File: config.mk
export PLATFORM = sky130hd
export DESIGN_NAME = keypad_cmd
export DESIGN_NICKNAME = d
export VERILOG_FILES = /design/src/rtl/rpn_pkg.sv /design/src/rtl/debounce_ctr.sv /design/src/rtl/keypad_cmd.sv
export SDC_FILE = /design/constraint.sdc
export NUM_CORES = 1
export LEC_CHECK = 0
export BUFFER_PORTS_ARGS = -buffer_cell sky130_fd_sc_hd__buf_2
export CORE_MARGIN = 5
export CORE_UTILIZATION = 50
export DETAILED_ROUTE_END_ITERATION = 12
export PLACE_DENSITY = 0.72
export REMOVE_ABC_BUFFERS = 1
export SYNTH_ARGS = -nofsm -noshare
export SYNTH_HDL_FRONTEND = slang
export SYNTH_SLANG_ARGS = --single-unit
File: constraint.sdc
create_clock -name clk -period 2.1 [get_ports clk]
set_input_delay 0.315 -clock clk [delete_from_list [all_inputs] [get_ports clk]]
set_output_delay 0.315 -clock clk [all_outputs]
set_load 0.005 [all_outputs]
File: src/rtl/rpn_pkg.sv
// Shared types for the RPN calculator front end: command codes, debounce states, key helpers.
`timescale 1ns/1ps
package rpn_pkg;

  typedef enum logic [3:0] {
    PUSH  = 4'b0000,
    POP   = 4'b0001,
    ADD   = 4'b0010,
    SUB   = 4'b0011,
    MUL   = 4'b0100,
    SLL   = 4'b0101,
    SRL   = 4'b0110,
    LT    = 4'b0111,
    AND   = 4'b1000,
    OR    = 4'b1001,
    NOR   = 4'b1010,
    XOR   = 4'b1011,
    SWAP  = 4'b1100,
    RSV13 = 4'b1101,
    RSV14 = 4'b1110,
    RSV15 = 4'b1111
  } cmd_t;

  typedef enum logic [1:0] {
    IDLE,
    PRESS_WAIT,
    HELD,
    RELEASE_WAIT
  } db_state_t;

  function automatic logic is_one_hot(input logic [3:0] p);
    return (p != 4'b0000) && ((p & (p - 4'b0001)) == 4'b0000);
  endfunction

  // Bit index of a one-hot pressed vector; KEY3 -> 3 .. KEY0 -> 0.
  function automatic logic [1:0] key_index(input logic [3:0] p);
    logic [1:0] idx;
    idx = 2'd0;
    if (p[1]) idx = 2'd1;
    if (p[2]) idx = 2'd2;
    if (p[3]) idx = 2'd3;
    return idx;
  endfunction

endpackage

File: src/rtl/debounce_ctr.sv
// Debounce cycle counter with clear, enable and a terminal-count flag at DEBOUNCE_CYCLES-1.
`timescale 1ns/1ps
module debounce_ctr #(
  parameter int DEBOUNCE_CYCLES = 50000,
  parameter int CNT_W           = 16
) (
  input  logic clk,
  input  logic rst,
  input  logic clear,
  input  logic enable,
  output logic tc
);

  logic [CNT_W-1:0] cnt;

  always_ff @(posedge clk) begin
    if (rst || clear) begin
      cnt <= '0;
    end else if (enable) begin
      cnt <= cnt + 1'b1;
    end
  end

  assign tc = (cnt == CNT_W'(DEBOUNCE_CYCLES - 1));

endmodule

File: src/rtl/keypad_cmd.sv
// Debounces the four push-buttons and turns each qualified press into a one-deep
// valid/ready command {mode, 3-key} with the operand switches captured alongside.
`timescale 1ns/1ps
module keypad_cmd
  import rpn_pkg::*;
#(
  parameter int DEBOUNCE_CYCLES = 50000,
  parameter int CNT_W           = 16
) (
  input  logic        clk,
  input  logic        rst,
  input  logic [1:0]  mode,
  input  logic [3:0]  key,
  input  logic [15:0] val,
  input  logic        cmd_ready,
  output logic        cmd_valid,
  output logic [3:0]  cmd_code,
  output logic [15:0] cmd_val,
  output logic        overrun,
  output logic [7:0]  press_count
);

  logic [3:0]  key_s1, key_s2;
  logic [1:0]  mode_s1, mode_s2;
  logic [3:0]  p, cand;
  db_state_t   state, state_next;
  logic        ctr_clear, ctr_en, tc;
  logic        qualify, cand_load;
  logic        qual_q;
  logic [3:0]  qual_code;
  logic [15:0] qual_val;
  logic        accept;

  // Synchronizers reset to all-ones so a held key looks released right after reset.
  always_ff @(posedge clk) begin
    if (rst) begin
      key_s1  <= 4'hF;
      key_s2  <= 4'hF;
      mode_s1 <= 2'b11;
      mode_s2 <= 2'b11;
    end else begin
      key_s1  <= key;
      key_s2  <= key_s1;
      mode_s1 <= mode;
      mode_s2 <= mode_s1;
    end
  end

  assign p = ~key_s2;

  always_ff @(posedge clk) begin
    if (rst) begin
      state <= IDLE;
      cand  <= 4'h0;
    end else begin
      state <= state_next;
      if (cand_load) cand <= p;
    end
  end

  always_comb begin
    state_next = state;
    ctr_clear  = 1'b0;
    ctr_en     = 1'b0;
    qualify    = 1'b0;
    cand_load  = 1'b0;
    unique case (state)
      IDLE: begin
        ctr_clear = 1'b1;
        if (is_one_hot(p)) begin
          state_next = PRESS_WAIT;
          cand_load  = 1'b1;
        end
      end
      PRESS_WAIT: begin
        if (p != cand) begin
          state_next = IDLE;
        end else if (tc) begin
          state_next = HELD;
          qualify    = 1'b1;
        end else begin
          ctr_en = 1'b1;
        end
      end
      HELD: begin
        ctr_clear = 1'b1;
        if (p == 4'h0) state_next = RELEASE_WAIT;
      end
      RELEASE_WAIT: begin
        if (p != 4'h0) begin
          state_next = HELD;
        end else if (tc) begin
          state_next = IDLE;
        end else begin
          ctr_en = 1'b1;
        end
      end
      default: state_next = IDLE;
    endcase
  end

  debounce_ctr #(
    .DEBOUNCE_CYCLES(DEBOUNCE_CYCLES),
    .CNT_W          (CNT_W)
  ) u_ctr (
    .clk   (clk),
    .rst   (rst),
    .clear (ctr_clear),
    .enable(ctr_en),
    .tc    (tc)
  );

  // Payload is captured in the qualifying cycle and offered to the buffer one cycle later.
  always_ff @(posedge clk) begin
    if (rst) begin
      qual_q    <= 1'b0;
      qual_code <= 4'h0;
      qual_val  <= 16'h0;
    end else begin
      qual_q <= qualify;
      if (qualify) begin
        qual_code <= {mode_s2, ~key_index(cand)};
        qual_val  <= val;
      end
    end
  end

  assign accept = cmd_valid && cmd_ready;

  // One-deep buffer: a new command replaces the old only if the slot is empty or draining.
  always_ff @(posedge clk) begin
    if (rst) begin
      cmd_valid   <= 1'b0;
      cmd_code    <= 4'h0;
      cmd_val     <= 16'h0;
      overrun     <= 1'b0;
      press_count <= 8'h0;
    end else begin
      overrun <= 1'b0;
      if (accept) press_count <= press_count + 8'd1;
      if (qual_q) begin
        if (!cmd_valid || accept) begin
          cmd_valid <= 1'b1;
          cmd_code  <= qual_code;
          cmd_val   <= qual_val;
        end else begin
          overrun <= 1'b1;
        end
      end else if (accept) begin
        cmd_valid <= 1'b0;
      end
    end
  end

endmodule
==> reports/qor.csv, run 1 <==
metric;value;unit
gp_congestion;0.846;
worstHoldStart;mode[1];
io_buffers;54;
antenna_cells;0;
areaGrowthSynthToFinish;16.4;%
final_nets;460;
antenna_left;0;
synth-simple-area-share;24.0;%
yosys_register_bits;85;
ios;55;
drt_iter0_markers;156;
synth_area_leaders;dfxtp_1 (50%), nand2_1 (6.5%), mux2i_1 (5.9%);
placed_cell_area;3750;sq um
grt_pass1_wl;11.4;mm
cp-start-kind;register;
cts_buffer_depth;2;
rsz0062_at_grt;no;
yosys-top-cells-count;dfxtp_1 (85), nand2_1 (59), a21oi_1 (39);
final_cell_area;3970;sq um
dr.pass1.iters;4;
cp_cell_sequence;ha_1, nor4bb_1, nand4b_1, buf_4, o21ai_4, or4_1, a21oi_1;
antenna_found_initial;0;
cts_made_buffers;9;
slew_violations;0;
dp_hpwl;4.66;mm
dieArea;8560;sq um
hold_violations;0;
vdd_drop_max;682;uV
track_usage;16.5;%
leakage;1.61;nW
cts_tree;built;
rows;30;
syn_area_per_cell;8.99;sq um
synth.most_common_cell;dfxtp_1;
wl;6.81;mm
first_global_vias;2510;
min_period;1.95;ns
max_cap_violations;0;
synth-adder-area-share;0.734;%
cts.clk_slew.worst_paths;0.09;ns
slew_headroom;56.2;%
worst_pin_slew;0.654;ns
synth_top_family_by_area;simple AND/OR/NAND/NOR gates;
async_flop_share;0;%
required;2.37;ns
crit_buf_inv;1;
insertion_delay;0.35;ns
post-route-drc-count;0;
total_power;2.91;mW
regArea;1700;sq um
syn_inst;379;
end_kind;register;
synth_top_area_cell;dfxtp_1;
hold_class;in2reg;
drt-vias-per-instance;5.44;
grt_max_degree;43;
htreeDepth;3;
clock-skew-final;0.0100;ns
crit_path_max_fanout;28;
n_fill_cell;608;
ys_types;49;
path_delay_family;simple AND/OR/NAND/NOR gates;
critPathLaunch;u_ctr.cnt[0];
post-route-period-util;92.8;%
timing.hold.ws;0.142;ns
status;complete, no violations;
wire_per_inst;13.2;microns
cp.arrival;2.22;ns
grt_overflow;0;
synth_edf_count;0;
clock_sinks;85;
die_width;92.5;microns
dieHeight;92.5;microns
cp_slowest_cell;or4_1;
synthXorXnorAreaFrac;2.06;%
timing.rr.start;u_ctr.cnt[0];
multi_input_area;1600;sq um
syn_area;3410;sq um
yosysSeqAreaShare;49.9;%
synth_ff_type;dfxtp_1;
fmax;513;MHz
cts-root-buf;clkbuf_8;
powerDensity;735;nW/um^2
initial_core_util;50.7;%
synth_top_area_share;49.9;%
core-area;6720;sq um
muxShareOfSynthArea;5.88;%
ctsHoldBuffers;0;
finalSetupViolations;0;
vias;2812;
max_stage_delay;0.56;ns
path_class;reg2reg;
drive_above_1_share;23.3;%
synth-compound-area-share;13.9;%
ys_warn_count;0;
-- worst paths after layout --
path         slack, ns           end  depth (start not counted)
min               0.14    mode_s1[1]                          2
max reg2reg       0.15  u_ctr.cnt[7]                          7
max               0.15  u_ctr.cnt[7]                          7
min reg2reg       0.41     key_s2[2]                          1
-- registers in the layout, indices dropped and copies added, names as in the netlist, 4 cells and up --
signal and flops:
cand 4, cmd_code 4, cmd_val 16, key_s1 4, key_s2 4, press_count 8
qual_code 4, qual_val 16, u_ctr.cnt 16
-- per-stage QoR --
step           TNS, ns  worst slack, ns  utilization, %  cells
2_1_floorplan    -3.38           -0.403               -    357
3_3_place_gp         0            0.129            55.8    500
3_5_place_dp         0           0.0831            55.8    500
4_1_cts              0           0.0579            58.5    515
5_1_grt              0          0.00956            59.0    517
6_report             0            0.151            59.0    517
-- layout by cell type (no fill, tap or decap), types with 2 or more instances in the layout --
cell type	n
a211oi_1	4
a21oi_1	39
and2_1	2
and3_1	4
and4_1	2
buf_2	54
buf_4	10
clkbuf_8	11
clkinvlp_4	3
dfxtp_1	83
dfxtp_2	2
ha_1	2
inv_1	6
mux2i_1	20
nand2_1	59
nand2b_1	5
nand3_1	14
nand4_1	5
nor2_1	32
nor3_1	3
nor4_1	2
nor4bb_1	2
o21a_1	2
o21ai_0	5
o31ai_1	9
or2_2	13
or3_1	4
or4_1	10
xnor2_1	3
xor2_1	5
-- report_power, final --
part / total [mW] / internal [mW] / switching [mW]
logic: 0.184 / 0.0672 / 0.117
registers: 1.66 / 1.63 / 0.0234
clock network: 1.07 / 0.492 / 0.581
-- kinds of logic after synthesis --
group                      Yosys count
DFF                                 85
xor gates and xnor gates             8
buffers and inverters               28
muxes                               20
and+or+nand+nor                    164
adders and majority gates            2
AOI/OAI and AO/OA                   72
-- routing by layer --
layer,GRT usage [%],routed length [microns]
met1,20.7,3180
met2,26.9,3270
met3,5.20,310
met4,5.20,46
met5,0,0
-- what timing repair did --
item / CTS / global route
buffers inserted: 0 / 2
endpoints found under the setup margin: 0 / 33
gates resized for setup: 0 / 5
-- final cells by class --
cell class	instances	area share [%]
Clock inverter	4	0.789
Sequential cell	85	43.0
Tap cell	80	2.52
Inverter	6	0.568
Multi-Input combinational cell	266	40.3
Clock buffer	11	3.82
Timing Repair Buffer	65	8.99
No activity file was read; power rests on OpenSTA's default activity.
==> run 2, diff against run 1 <==
clock period = 1.95 ns   (was 2.1 ns; I/O delays follow)
==> reports/qor.csv, run 2 (synthesized netlist as in run 1, its figures left out) <==
metric;value;unit;change
regArea;1710;sq um;was 1700 sq um
wl;7.66;mm;was 6.81 mm
path_class;reg2reg;;unchanged
max_stage_delay;0.53;ns;was 0.56 ns
antenna_cells;0;;unchanged
status;complete, no violations;;unchanged
cp_slowest_cell;or4_4;;was or4_1
wire_per_inst;14.2;microns;was 13.2 microns
cts_made_buffers;9;;unchanged
powerDensity;778;nW/um^2;was 735 nW/um^2
hold_violations;0;;unchanged
comb_power_share;9.1;%;was 6.3%
vdd_drop_max;476;uV;was 682 uV
dieHeight;92.5;microns;unchanged
regToRegSetupSlack;0.03;ns;was 0.15 ns
timing.hold.ws;0.117;ns;was 0.142 ns
dp_hpwl;5.12;mm;was 4.66 mm
drive_above_1_share;30.4;%;was 23.3%
min_period;1.92;ns;was 1.95 ns
crit_path_max_fanout;7;;was 28
slew_headroom;48.2;%;was 56.2%
final_nets;483;;was 460
leakage;1.76;nW;was 1.61 nW
reg_top3;cmd_val (16), qual_val (16), u_ctr.cnt (16);;unchanged
gp_congestion;0.850;;was 0.846
vias;2958;;was 2812
max_cap_violations;0;;unchanged
worst_pin_slew;0.776;ns;was 0.654 ns
finalSetupViolations;0;;unchanged
grt_util_met1;21.1;%;was 20.7%
io_buffers;54;;unchanged
clock-skew-final;0.00981;ns;was 0.0100 ns
cts_tree;built;;unchanged
ios;55;;unchanged
insertion_delay;0.35;ns;about the same
required;2.23;ns;was 2.37 ns
cts.clk_slew.worst_paths;0.09;ns;about the same
fmax;520;MHz;was 513 MHz
cts-root-buf;clkbuf_8;;unchanged
use_met3;3.33;%;was 5.20%
final_cell_mix;dfxtp_1 (81), nand2_1 (59), buf_2 (54);;was dfxtp_1 (83), nand2_1 (59), buf_2 (54)
cp-start-kind;register;;unchanged
multi_input_area;1680;sq um;was 1600 sq um
clock_sinks;85;;unchanged
cp_cell_sequence;ha_4, nor4bb_4, nand4b_1, buf_4, o21ai_4, clkbuf_16, or4_4, a21oi_2;;was ha_1, nor4bb_1, nand4b_1, buf_4, o21ai_4, or4_1, a21oi_1
rows;30;;unchanged
hold_class;in2reg;;unchanged
antenna_found_initial;0;;unchanged
first_global_vias;2676;;was 2510
internal-power;2.50;mW;was 2.19 mW
grt_use_met2;29.7;%;was 26.9%
total_power;3.32;mW;was 2.91 mW
slew_violations;0;;unchanged
cp.arrival;2.20;ns;was 2.22 ns
swShare;24.8;%;about the same
htreeDepth;3;;unchanged
final_common_cell;dfxtp_1;;unchanged
grt_max_degree;37;;was 43
drt_iter0_markers;153;;was 156
grt_pass1_wl;12.1;mm;was 11.4 mm
areaGrowthSynthToFinish;25.3;%;was 16.4%
dieArea;8560;sq um;unchanged
ctsHoldBuffers;0;;unchanged
die_width;92.5;microns;unchanged
power.share.clock;37.3;%;was 36.8%
busiest_layer;met2;;unchanged
p_sw;824;uW;was 721 uW
post-route-drc-count;0;;unchanged
post-route-period-util;98.6;%;was 92.8%
track_usage;17.5;%;was 16.5%
end_kind;register;;unchanged
n_fill_cell;563;;was 608
core-area;6720;sq um;unchanged
rsz0062_at_grt;yes;;was no
dr.pass1.iters;6;;was 4
cts_buffer_depth;2;;unchanged
initial_core_util;50.7;%;unchanged
drt-vias-per-instance;5.48;;was 5.44
grt_overflow;0;;unchanged
seq_power_share;53.6;%;was 56.9%
antenna_left;0;;unchanged
[run 2: worst max-delay path: cells and delay by family, from the launching register on]
kind                     cells  cell delay, ns
AO/OA/AOI/OAI                2            0.20
adder cells (fa/ha/maj)      1            0.15
buffers and inverters        2            0.32
flip-flops                   1            0.34
AND/OR/NAND/NOR              3            0.83
[run 2: metrics by stage]
stage          area, sq um  worst slack, ns  utilization [%]  instances  setup TNS, ns
3_3_place_gp          3900           0.0654             58.0        518              0
3_5_place_dp          3900          -0.0314             58.0        518        -0.0358
6_report              4270           0.0264             63.5        540              0
5_1_grt               4270          -0.0445             63.5        540         -0.111
4_1_cts               4100           0.0201             61.0        533              0
2_1_floorplan         3310           -0.553                -        357          -6.53
[run 2: final cells by class]
class / count / area share, %
inverters: 6 / 0.528
clock inverters: 6 / 1.61
multi-input cells: 267 / 39.3
clock buffers: 9 / 2.90
repair buffers: 87 / 13.3
flip-flops and latches: 85 / 40.0
well taps: 80 / 2.34
[run 2: power groups by stage]
stage          Sequential [mW]  Combinational [mW]  Clock (mW)
3_5_place_dp              1.82               0.247           0
6_report                  1.78               0.303        1.24
5_1_grt                   1.78               0.332        1.34
4_1_cts                   1.78               0.249        1.27
2_1_floorplan             1.82               0.115           0
3_3_place_gp              1.82               0.242           0
[run 2: path summary, 6_finish.rpt]
path	endpoint	start	depth (start not counted)
setup / recovery	u_ctr.cnt[4]	u_ctr.cnt[1]	8
hold / removal	mode_s1[0]	mode[0]	2
setup reg to reg	u_ctr.cnt[4]	u_ctr.cnt[1]	8
hold reg to reg	key_s2[2]	key_s1[2]	1
[run 2: what timing repair did]
| item | CTS | global route |
|---|---|---|
| cloned | 0 | 3 |
| setup buffers | 0 | 4 |
| pin swaps | 0 | 7 |
| endpoints found under the setup margin | 4 | 30 |
| resized for setup | 2 | 21 |
[run 2: metal layers]
| layer | vias up | part of all wire (%) | wire length, microns |
|---|---|---|---|
| met1 | 1393 | 44 | 3370 |
| met2 | 72 | 50 | 3800 |
| li1 | 1478 | - | - |
| met5 | - | 0 | 0 |
| met4 | 0 | 2.2 | 165 |
| met3 | 15 | 4.2 | 319 |
